==> src/rtl/pipe_hazard_ctrl_if.sv <==
// Hazard-control bundle between the MIPS core datapath (master) and the
// hazard/memory-wait sequencer (slave).
interface pipe_hazard_ctrl_if;
  logic [4:0] IF_ID_rs_i;
  logic [4:0] IF_ID_rt_i;
  logic [4:0] ID_EX_rt_i;
  logic       ID_EX_MemRead_i;
  logic       branch_i;
  logic       branch_taken_i;
  logic       jump_i;
  logic       EX_MEM_memacc_i;
  logic       mem_ack_i;
  logic       pc_write_o;
  logic       if_id_write_o;
  logic       if_id_flush_o;
  logic       id_ex_bubble_o;
  logic       pipe_hold_o;
  logic       mem_req_o;
  logic       mem_err_o;

  modport master (
    output IF_ID_rs_i, IF_ID_rt_i, ID_EX_rt_i, ID_EX_MemRead_i,
           branch_i, branch_taken_i, jump_i, EX_MEM_memacc_i, mem_ack_i,
    input  pc_write_o, if_id_write_o, if_id_flush_o, id_ex_bubble_o,
           pipe_hold_o, mem_req_o, mem_err_o
  );

  modport slave (
    input  IF_ID_rs_i, IF_ID_rt_i, ID_EX_rt_i, ID_EX_MemRead_i,
           branch_i, branch_taken_i, jump_i, EX_MEM_memacc_i, mem_ack_i,
    output pc_write_o, if_id_write_o, if_id_flush_o, id_ex_bubble_o,
           pipe_hold_o, mem_req_o, mem_err_o
  );
endinterface

==> src/rtl/pipe_hazard_ctrl.sv <==
// Load-use bubble, taken-branch/jump flush and data-memory wait freeze for the
// 5-stage MIPS pipe. Optional stall counter enabled by HAZ_PERF_CNT_EN.
module pipe_hazard_ctrl #(
  parameter int unsigned MEM_TIMEOUT = 16
`ifdef HAZ_PERF_CNT_EN
  , parameter int unsigned CNT_W = 16
`endif
) (
  input  logic               clk_i,
  input  logic               rst_i,
  pipe_hazard_ctrl_if.slave  hz
`ifdef HAZ_PERF_CNT_EN
  , output logic [CNT_W-1:0] stall_cnt_o
`endif
);

  typedef enum logic {RUN = 1'b0, MEMWAIT = 1'b1} state_e;

  localparam logic [7:0] TMO = 8'(MEM_TIMEOUT);

  state_e     state_q, state_d;
  logic [7:0] wait_q, wait_d;
  logic       err_q, err_d;

  logic run, tmo_hit, freeze, timeout, load_use, xfer;

  always_comb begin
    run      = (state_q == RUN);
    tmo_hit  = (wait_q == TMO);
    freeze   = run ? (hz.EX_MEM_memacc_i & ~hz.mem_ack_i)
                   : (~hz.mem_ack_i & ~tmo_hit);
    timeout  = ~run & ~hz.mem_ack_i & tmo_hit;
    load_use = hz.ID_EX_MemRead_i && (hz.ID_EX_rt_i != 5'd0) &&
               ((hz.ID_EX_rt_i == hz.IF_ID_rs_i) || (hz.ID_EX_rt_i == hz.IF_ID_rt_i));
    xfer     = (hz.branch_i & hz.branch_taken_i) | hz.jump_i;
  end

  // Hazard checks also apply on the MEMWAIT release cycle, since the pipe
  // advances then and a held branch/load-use must not be lost.
  always_comb begin
    hz.pc_write_o     = 1'b0;
    hz.if_id_write_o  = 1'b0;
    hz.if_id_flush_o  = 1'b0;
    hz.id_ex_bubble_o = 1'b0;
    hz.pipe_hold_o    = 1'b0;
    hz.mem_req_o      = 1'b0;
    hz.mem_err_o      = 1'b0;
    if (rst_i) begin
      hz.pc_write_o     = ~freeze & ~load_use;
      hz.if_id_write_o  = ~freeze & ~load_use;
      hz.id_ex_bubble_o = ~freeze & load_use;
      hz.if_id_flush_o  = ~freeze & ~load_use & xfer;
      hz.pipe_hold_o    = freeze;
      hz.mem_req_o      = run ? hz.EX_MEM_memacc_i : 1'b1;
      hz.mem_err_o      = err_q | timeout;
    end
  end

  always_comb begin
    state_d = state_q;
    wait_d  = wait_q;
    err_d   = err_q | timeout;
    if (run) begin
      if (hz.EX_MEM_memacc_i && !hz.mem_ack_i) begin
        state_d = MEMWAIT;
        wait_d  = 8'd1;
      end
    end else if (hz.mem_ack_i || tmo_hit) begin
      state_d = RUN;
      wait_d  = '0;
    end else if (wait_q != '1) begin
      wait_d = wait_q + 8'd1;
    end
  end

  always_ff @(posedge clk_i or negedge rst_i) begin
    if (!rst_i) begin
      state_q <= RUN;
      wait_q  <= '0;
      err_q   <= 1'b0;
    end else begin
      state_q <= state_d;
      wait_q  <= wait_d;
      err_q   <= err_d;
    end
  end

`ifdef HAZ_PERF_CNT_EN
  logic [CNT_W-1:0] stall_cnt_q;

  always_ff @(posedge clk_i or negedge rst_i) begin
    if (!rst_i) begin
      stall_cnt_q <= '0;
    end else if (!hz.pc_write_o && stall_cnt_q != '1) begin
      stall_cnt_q <= stall_cnt_q + 1'b1;
    end
  end

  assign stall_cnt_o = stall_cnt_q;
`endif

endmodule

==> src/flat_wrapper.sv <==
// flat-port wrapper written by rule: the top's interface ports become plain ports
module pipe_hazard_ctrl_flat 
#(
  parameter int unsigned MEM_TIMEOUT = 16

)
  (clk_i, rst_i, hz_IF_ID_rs_i, hz_IF_ID_rt_i, hz_ID_EX_rt_i, hz_ID_EX_MemRead_i, hz_branch_i, hz_branch_taken_i, hz_jump_i, hz_EX_MEM_memacc_i, hz_mem_ack_i, hz_pc_write_o, hz_if_id_write_o, hz_if_id_flush_o, hz_id_ex_bubble_o, hz_pipe_hold_o, hz_mem_req_o, hz_mem_err_o);
  pipe_hazard_ctrl_if hz_i ();
  input  logic clk_i;
  input  logic rst_i;
  input wire logic [$bits(hz_i.IF_ID_rs_i)-1:0] hz_IF_ID_rs_i;
  input wire logic [$bits(hz_i.IF_ID_rt_i)-1:0] hz_IF_ID_rt_i;
  input wire logic [$bits(hz_i.ID_EX_rt_i)-1:0] hz_ID_EX_rt_i;
  input wire logic [$bits(hz_i.ID_EX_MemRead_i)-1:0] hz_ID_EX_MemRead_i;
  input wire logic [$bits(hz_i.branch_i)-1:0] hz_branch_i;
  input wire logic [$bits(hz_i.branch_taken_i)-1:0] hz_branch_taken_i;
  input wire logic [$bits(hz_i.jump_i)-1:0] hz_jump_i;
  input wire logic [$bits(hz_i.EX_MEM_memacc_i)-1:0] hz_EX_MEM_memacc_i;
  input wire logic [$bits(hz_i.mem_ack_i)-1:0] hz_mem_ack_i;
  output wire logic [$bits(hz_i.pc_write_o)-1:0] hz_pc_write_o;
  output wire logic [$bits(hz_i.if_id_write_o)-1:0] hz_if_id_write_o;
  output wire logic [$bits(hz_i.if_id_flush_o)-1:0] hz_if_id_flush_o;
  output wire logic [$bits(hz_i.id_ex_bubble_o)-1:0] hz_id_ex_bubble_o;
  output wire logic [$bits(hz_i.pipe_hold_o)-1:0] hz_pipe_hold_o;
  output wire logic [$bits(hz_i.mem_req_o)-1:0] hz_mem_req_o;
  output wire logic [$bits(hz_i.mem_err_o)-1:0] hz_mem_err_o;
  assign hz_i.IF_ID_rs_i = hz_IF_ID_rs_i;
  assign hz_i.IF_ID_rt_i = hz_IF_ID_rt_i;
  assign hz_i.ID_EX_rt_i = hz_ID_EX_rt_i;
  assign hz_i.ID_EX_MemRead_i = hz_ID_EX_MemRead_i;
  assign hz_i.branch_i = hz_branch_i;
  assign hz_i.branch_taken_i = hz_branch_taken_i;
  assign hz_i.jump_i = hz_jump_i;
  assign hz_i.EX_MEM_memacc_i = hz_EX_MEM_memacc_i;
  assign hz_i.mem_ack_i = hz_mem_ack_i;
  assign hz_pc_write_o = hz_i.pc_write_o;
  assign hz_if_id_write_o = hz_i.if_id_write_o;
  assign hz_if_id_flush_o = hz_i.if_id_flush_o;
  assign hz_id_ex_bubble_o = hz_i.id_ex_bubble_o;
  assign hz_pipe_hold_o = hz_i.pipe_hold_o;
  assign hz_mem_req_o = hz_i.mem_req_o;
  assign hz_mem_err_o = hz_i.mem_err_o;
  pipe_hazard_ctrl #(.MEM_TIMEOUT(MEM_TIMEOUT)) u_core (.clk_i(clk_i), .rst_i(rst_i), .hz(hz_i));
endmodule
==> config.mk <==
export PLATFORM = sky130hd
export DESIGN_NAME = pipe_hazard_ctrl_flat
export DESIGN_NICKNAME = d
export VERILOG_FILES = /design/src/rtl/pipe_hazard_ctrl_if.sv /design/src/rtl/pipe_hazard_ctrl.sv /design/src/flat_wrapper.sv
export SDC_FILE = /design/constraint.sdc
export NUM_CORES = 1
export LEC_CHECK = 0
export CAP_MARGIN = 20
export CORE_UTILIZATION = 47
export CTS_CLUSTER_SIZE = 40
export DETAILED_ROUTE_END_ITERATION = 7
export HOLD_SLACK_MARGIN = 0.03
export PLACE_DENSITY = 0.83
export SYNTH_ARGS = -nofsm -noshare
export SYNTH_HDL_FRONTEND = slang
export SYNTH_SLANG_ARGS = --single-unit
==> constraint.sdc <==
create_clock -name clk_i -period 4.6 [get_ports clk_i]
set_input_delay 0.92 -clock clk_i [delete_from_list [all_inputs] [get_ports clk_i]]
set_output_delay 0.92 -clock clk_i [all_outputs]
set_load 0.01 [all_outputs]
==> PnR_summary.wiki, run 1 <==
{| class="wikitable"
! Metric !! Value
|-
| Outcome || finished, violations left
|-
| Violated checks || DRC
|-
| Syn_nets || 116
|-
| Number of remaining DRC errors || 5
|-
| Number of top-level pins || 30
|-
| CTS H-tree depth || 1
|-
| Standby leakage power || around 0.45 nW
|-
| Net count of the finished layout || roughly 150
|-
| Cell Int Power || ~0.00016 W
|-
| Resized cells post-CTS || 0
|-
| Biggest area consumer among synthesized cells || dfrtp_1
|-
| Share of Yosys cell area claimed by the top area cell type || 29.8%
|-
| Setup repair after global routing missed its margin || false
|-
| Post-synth EDFFs || 0
|-
| Total congestion overflow || 0
|-
| Port Buf Inserts || 29
|-
| Cell Area, Placed || ~1100 um^2
|-
| First-iteration detailed-routing DRC count || 29
|-
| Start-to-end type of the worst setup path || primary input to primary output
|-
| Accumulated negative setup slack || 0 ns
|-
| Vertical die dimension || between 40 and 50 um
|-
| Largest cells by area after synthesis || dfrtp_1 (30%), xnor2_1 (10%), nand3_1 (7.2%)
|-
| Share of cell area taken by muxes after synthesis || under 10%
|-
| Number of nets still failing antenna checks after routing || 0
|-
| Post-route clock period utilization || a little over four fifths
|-
| Setup-violating endpoint count in the final report || 0
|-
| Footprint of the multi-input gates || approximately 550 um^2
|-
| Gate count after technology mapping || between 90 and 100
|-
| Per-cell routed wire length || about 14 um
|-
| Slew Limit Fails || 0
|-
| First-pass GRT wire length || 3.44 mm
|-
| Peak supply drop || between 150 and 200 uV
|-
| Average size of a mapped cell || between 9 and 10 um^2
|-
| Worst-path fanout max || 3
|-
| Final std cell area, no fill || roughly 1200 um^2
|-
| Root Driver || clkbuf_4
|-
| Post-synthesis sequential element count || 10
|-
| Clock skew || roughly 0.0067 ns
|-
| Clock buffers created by TritonCTS || 3
|-
| Via/cell ratio || approximately 5.6
|-
| Post-DP HPWL || roughly 1.6 mm
|-
| Dpl ws || about 0.77 ns
|-
| Clk Latency, worst-skew pair || around 0.27 ns
|-
| Hold crit path type || flop to flop
|-
| Total routed wirelength || 2.06 mm
|-
| Final standard cell count with taps included and fillers excluded || ~150
|-
| Area share of fa/ha/maj cells after synthesis || just under 3%
|-
| Critical Path Sink Type || primary output
|-
| Core region area || 1590 um^2
|-
| Post-CTS setup-driven buffer insertion count || 0
|-
| Worst Tran Pin Value || 0.527 ns
|-
| Net Sw Power || 0.0000696 W
|-
| Parity-gate share of the synthesized area counting xor and xnor cells || 10.4%
|-
| Initial core utilization || between 50% and 60%
|-
| Part of the power in the clock network || between 20 and 30%
|-
| Die outline area || ~2000 um^2
|-
| Most frequent cells after synthesis || nand3_1 (12), dfrtp_1 (10), xnor2_1 (10), nand2_1 (7), inv_1 (5)
|-
| Worst-case headroom to the max-slew limit || between 60% and 70%
|-
| Antenna fix cells || 0
|-
| Post-Syn Area || 840 um^2
|-
| Most frequent cell after synthesis || nand3_1
|-
| Count of synthesis-stage warnings from yosys || 0
|-
| Vias in the first global route || 784
|-
| Number of unique standard cell types used by synthesis || 39
|-
| Placed insts || roughly 140
|-
| Seq/Total Area, Yosys || between 20% and 30%
|-
| Fraction of layout instances using a drive strength above 1 || roughly a tenth
|-
| Pwr per Cell Area || 201 nW/um^2
|-
| Maximum clock path buffer count || 2
|-
| Final Hold Vio Count || 0
|-
| Kind of start point of the critical path || primary input
|-
| Post-CTS clock slew at the launch and capture registers of the worst setup and hold paths || around 0.070 ns
|-
| Share of power burned in registers || 42.0%
|-
| CTS Sinks || 10
|-
| Gr usage total || between 20% and 30%
|-
| Max Clk Rate || around 260 MHz
|-
| Required time of the critical path || about 3.7 ns
|-
| Final critical path time including I/O delays and setup || slightly below 4 ns
|-
| GPL Wtd Cong || ~0.88
|-
| Number of placement rows || 14
|-
| Async set-or-reset flop fraction in the synthesized netlist || 100%
|-
| Clock tree from TritonCTS || built
|-
| Main combinational cell family by area after synthesis || simple AND/OR/NAND/NOR gates
|-
| Total of fill cells in the finished design || roughly 140
|-
| Post-synthesis to final-layout area growth || 38.9%
|-
| Area used by sequential logic in the layout || approximately 250 um^2
|-
| Critical Path AT || about 2.9 ns
|-
| Die Wd || 44.3 um
|-
| Router iterations before antenna repair || 6
|-
| Initial antenna violation count || 0
|-
| Compound-Gate Fraction of Synth Area || 23.5%
|-
| Via count || between 800 and 900
|-
| Maximum number of pins on one net before global-route repair || 15
|-
| Worst path setup slack after routing || between 0.7 and 0.8 ns
|-
| Post-cts hold buffer count || 0
|-
| Share of synthesized cell area in and, or, nand and nor gates || a little over a quarter
|-
| Max capacitance violation total || 0
|-
| Logic pwr share || between 30% and 40%
|-
| Prevailing post-synth register cell || dfrtp_1
|-
| Switching part of the total || between 20% and 30%
|}
==> per-stage QoR <==
stage	power [W]	util, %	hold WS (ns)
floorplan	0.000137	-	0.427
detailed placement	0.000175	71.7	0.450
global placement	0.000173	71.7	0.447
global route	0.000247	73.2	0.479
CTS	0.000237	73.2	0.465
finish	0.000234	73.2	0.462
==> registers in the layout, indices dropped and copies added (netlist names) <==
register        count
u_core.err_q        1
u_core.wait_q       8
u_core.state_q      1
==> kinds of logic (layout without fill, tap and decap cells) <==
logic type | after synthesis | in the layout
buf+inv | 8 | 38
compound gates | 22 | 22
flops | 10 | 10
simple gates | 38 | 38
xor+xnor | 10 | 10
fa+ha+maj | 2 | 2
mux | 1 | 1
==> layer usage <==
metal	global-route usage [%]	vias to the layer above	wire [um]
li1	-	402	-
met1	31.2	374	908
met2	39.7	36	975
met3	7.76	3	166
met4	1.82	0	8
met5	0	-	0
==> cell type report <==
class                      count  area share [%]
multi-input combinational     73            46.9
inverter                       5            1.61
clock buffer                   3            1.93
tap                           24            2.58
sequential                    10            21.5
timing repair buffer          30            25.5
==> critical path, stage by stage <==
cell	delay (ns)
clkdlybuf4s50_1	0.47
or4_1	0.54
o21a_1	0.20
a211oi_1	0.23
clkdlybuf4s50_1	0.57
==> cell usage in the layout (no fill, tap or decap), types with 2 or more instances in the layout <==
master	netlist	final
nor2_1	2	2
nand3b_1	2	2
a22oi_1	2	2
nand2_1	7	7
inv_1	5	5
clkdlybuf4s50_1	0	29
and2_1	3	3
nand3_1	12	12
o21ai_1	2	2
ha_1	2	2
a21oi_1	3	3
a31oi_1	3	3
clkbuf_4	0	3
nor2b_1	2	2
xnor2_1	10	10
dfrtp_1	10	10
or3_1	2	2
==> power by group through the flow <==
stage | registers (W) | logic, W | clock network [W]
6_report | 0.0000984 | 0.0000754 | 0.0000604
4_1_cts | 0.0000983 | 0.0000754 | 0.0000628
3_3_place_gp | 0.0000996 | 0.0000732 | 0
2_1_floorplan | 0.0000985 | 0.0000386 | 0
3_5_place_dp | 0.0000998 | 0.0000752 | 0
5_1_grt | 0.0000991 | 0.0000831 | 0.0000653
==> path summary, 6_finish.rpt <==
kind	start	cells past startpoint	slack, ns	endpoint
max in group asynchronous	rst_i	2	3.49	u_core.wait_q[3]
setup / recovery	hz_ID_EX_rt_i[0]	5	0.75	hz_if_id_flush_o
hold / removal	u_core.err_q	1	0.46	u_core.err_q
hold reg to reg	u_core.err_q	1	0.46	u_core.err_q
setup reg to reg	u_core.wait_q[0]	6	2.69	u_core.wait_q[7]
min in group asynchronous	rst_i	2	0.95	u_core.err_q
(Power assumes the default switching activity.)
==> run 2: changes to the inputs <==
CORE_UTILIZATION = 44   (was 47)
PLACE_DENSITY = 0.79   (was 0.83)
clock period = 3.7 ns   (was 4.6 ns; I/O delays follow)
==> run 2 against run 1 <==
Largest power group unchanged. The flow now finishes without violations. Highest routed layer unchanged. First-iteration DRC count rose by 21%. Design area rose by 0.11%. Non-clock buffer count did not move. Clock skew rose by 0.0063 ns. Register-to-register slack got worse by 1.0 ns. Global-route usage fell by 0.70 points. Power rose by 23%. Die area rose by 6.5%. Via count fell by 0.37%. Clock-buffer cell count did not move.
==> PnR_summary.wiki, run 2 (synthesis results as in run 1) <==
{| class="wikitable"
! Metric !! Value
|-
| Outcome || finished, final reports clean
|-
| Die Wd || 45.7 um (+3.2%)
|-
| Resized cells post-CTS || 0 (unchanged)
|-
| Total routed wirelength || 2.16 mm (+5.0%)
|-
| Maximum clock path buffer count || 2 (unchanged)
|-
| Antenna fix cells || 0 (unchanged)
|-
| Number of top-level pins || 30 (unchanged)
|-
| Largest register by flop count || u_core.wait_q
|-
| Via/cell ratio || 5.56 (-1.1%)
|-
| Per-cell routed wire length || 14.8 um (+4.3%)
|-
| Worst Tran Pin Value || 0.571 ns (+0.0438 ns)
|-
| Standby leakage power || 0.448 nW (unchanged)
|-
| Via count || 812 (-0.37%)
|-
| Number of placement rows || 15 (+1)
|-
| Post-cts hold buffer count || 0 (unchanged)
|-
| Total of fill cells in the finished design || 148 (+9.6%)
|-
| Accumulated negative setup slack || 0 ns (unchanged)
|-
| Hold crit path type || flop to flop
|-
| Post-CTS clock slew at the launch and capture registers of the worst setup and hold paths || 0.05 ns (-0.02 ns)
|-
| Peak supply drop || 182 uV (+10%)
|-
| Vias in the first global route || 696 (-11%)
|-
| Worst-path fanout max || 3 (unchanged)
|-
| Initial antenna violation count || 0 (unchanged)
|-
| Fraction of layout instances using a drive strength above 1 || 9.92% (unchanged)
|-
| Start-to-end type of the worst setup path || primary input to primary output
|-
| Post-synthesis to final-layout area growth || 39.0%
|-
| Critical Path AT || 2.81 ns (-0.12 ns)
|-
| Leading cell types in the layout, fill and taps excluded || clkdlybuf4s50_1 (29), nand3_1 (12), xnor2_1 (10), dfrtp_1 (10), nand2_1 (7)
|-
| Max Clk Rate || roughly 280 MHz
|-
| Worst-case headroom to the max-slew limit || 61.7% (-2.9 points)
|-
| Pwr per Cell Area || 248 nW/um^2 (+23%)
|-
| Kind of start point of the critical path || primary input
|-
| Gr usage total || 23.0% (-0.70 points)
|-
| Max capacitance violation total || 0 (unchanged)
|-
| Total congestion overflow || 0 (unchanged)
|-
| Maximum number of pins on one net before global-route repair || 14 (-1)
|-
| Initial core utilization || 47.6% (-5.1 points)
|-
| Final standard cell count with taps included and fillers excluded || 146 (+0.69%)
|-
| Net count of the finished layout || 148 (unchanged)
|-
| Root Driver || clkbuf_4
|-
| Post-route clock period utilization || between 90% and 100%
|-
| Setup repair after global routing missed its margin || false
|-
| Setup-violating endpoint count in the final report || 0 (unchanged)
|-
| Critical Path Sink Type || primary output
|-
| Port Buf Inserts || 29 (unchanged)
|-
| Number of flip-flops in the largest register || 8 (unchanged)
|-
| Final critical path time including I/O delays and setup || about 3.5 ns
|-
| CTS Sinks || 10 (unchanged)
|-
| Vertical die dimension || 45.7 um (+3.2%)
|-
| Router iterations before antenna repair || 4 (-2)
|-
| Clock buffers created by TritonCTS || 3 (unchanged)
|-
| First-iteration detailed-routing DRC count || 35 (+21%)
|-
| Core region area || 1760 um^2 (+11%)
|-
| Post-DP HPWL || 1.73 mm (+7.7%)
|-
| First-pass GRT wire length || 3.32 mm (-3.4%)
|-
| Required time of the critical path || 2.96 ns (-0.72 ns)
|-
| Die outline area || 2090 um^2 (+6.5%)
|-
| CTS H-tree depth || 1 (unchanged)
|-
| Number of nets still failing antenna checks after routing || 0 (unchanged)
|-
| Hold WS || 0.454 ns (-0.00794 ns)
|-
| Clk Latency, worst-skew pair || 0.27 ns (about the same)
|-
| Clock tree from TritonCTS || built
|-
| GPL Wtd Cong || 0.883 (+0.49%)
|-
| Placed insts || 143 (+0.70%)
|-
| Clock skew || 0.0130 ns (+0.00630 ns)
|-
| Final Hold Vio Count || 0 (unchanged)
|-
| Commonest non-fill, non-tap cell in the layout || clkdlybuf4s50_1
|-
| Post-CTS setup-driven buffer insertion count || 0 (unchanged)
|-
| Registers with the highest flip-flop counts || u_core.wait_q: 8 flops, u_core.err_q: 1 flops, u_core.state_q: 1 flops
|-
| Number of remaining DRC errors || 0 (-5)
|-
| Slew Limit Fails || 0 (unchanged)
|}
-- run 2: cell counts in the layout (fill, tap and decap cells not counted) --
Identical to the previous run, type by type.
-- run 2: critical path: stages --
cell and delay (ns):
clkdlybuf4s50_1 0.48, or4_1 0.57, o21a_1 0.21, a211oi_1 0.24
clkdlybuf4s50_1 0.57
-- run 2: worst paths after layout --
path	cells after the start	end	start	slack (ns)
max	5	hz_if_id_flush_o	hz_ID_EX_rt_i[0]	0.15
min	1	u_core.err_q	u_core.err_q	0.45
max reg2reg	6	u_core.wait_q[7]	u_core.wait_q[0]	1.68
min reg2reg	1	u_core.err_q	u_core.err_q	0.45
max in group asynchronous	2	u_core.state_q	rst_i	2.52
min in group asynchronous	1	u_core.wait_q[4]	rst_i	0.75
-- run 2: per-stage QoR --
step	total power, W	area (um^2)	util [%]	setup WS [ns]
6_report	0.000289	1170	66.2	0.153
5_1_grt	0.000307	1170	66.2	0.0549
4_1_cts	0.000292	1170	66.2	0.137
3_5_place_dp	0.000218	1140	64.9	0.150
3_3_place_gp	0.000216	1140	64.9	0.214
2_1_floorplan	0.000170	840	-	1.07
-- run 2: per-layer routing --
layer | vias to the layer above | GRT usage (%) | wire, um
met5 | - | 0 | 0
met4 | 0 | 9.09 | 48
met3 | 8 | 5.16 | 89
met2 | 19 | 35.7 | 1130
met1 | 382 | 30.9 | 896
li1 | 403 | - | -
-- run 2: power breakdown --
group / internal, W / switching (W) / total [W]
logic: 0.0000522 / 0.0000417 / 0.0000940
clock network: 0.0000375 / 0.0000356 / 0.0000730
registers: 0.000115 / 0.00000727 / 0.000122
-- run 2: area by class of cell --
cell class,count,area (um^2),area share (%)
multi-input combinational,73,547,46.8
timing repair buffer,30,298,25.5
sequential,10,250,21.4
tap,25,31.3,2.68
clock buffer,3,22.5,1.93
inverter,5,18.8,1.61
==> run 3: changes to the inputs <==
GPL_ROUTABILITY_DRIVEN = 0   (was default)
==> results of run 3 <==
Same layout as run 2: the final DEF is identical, and so are final timing and power.
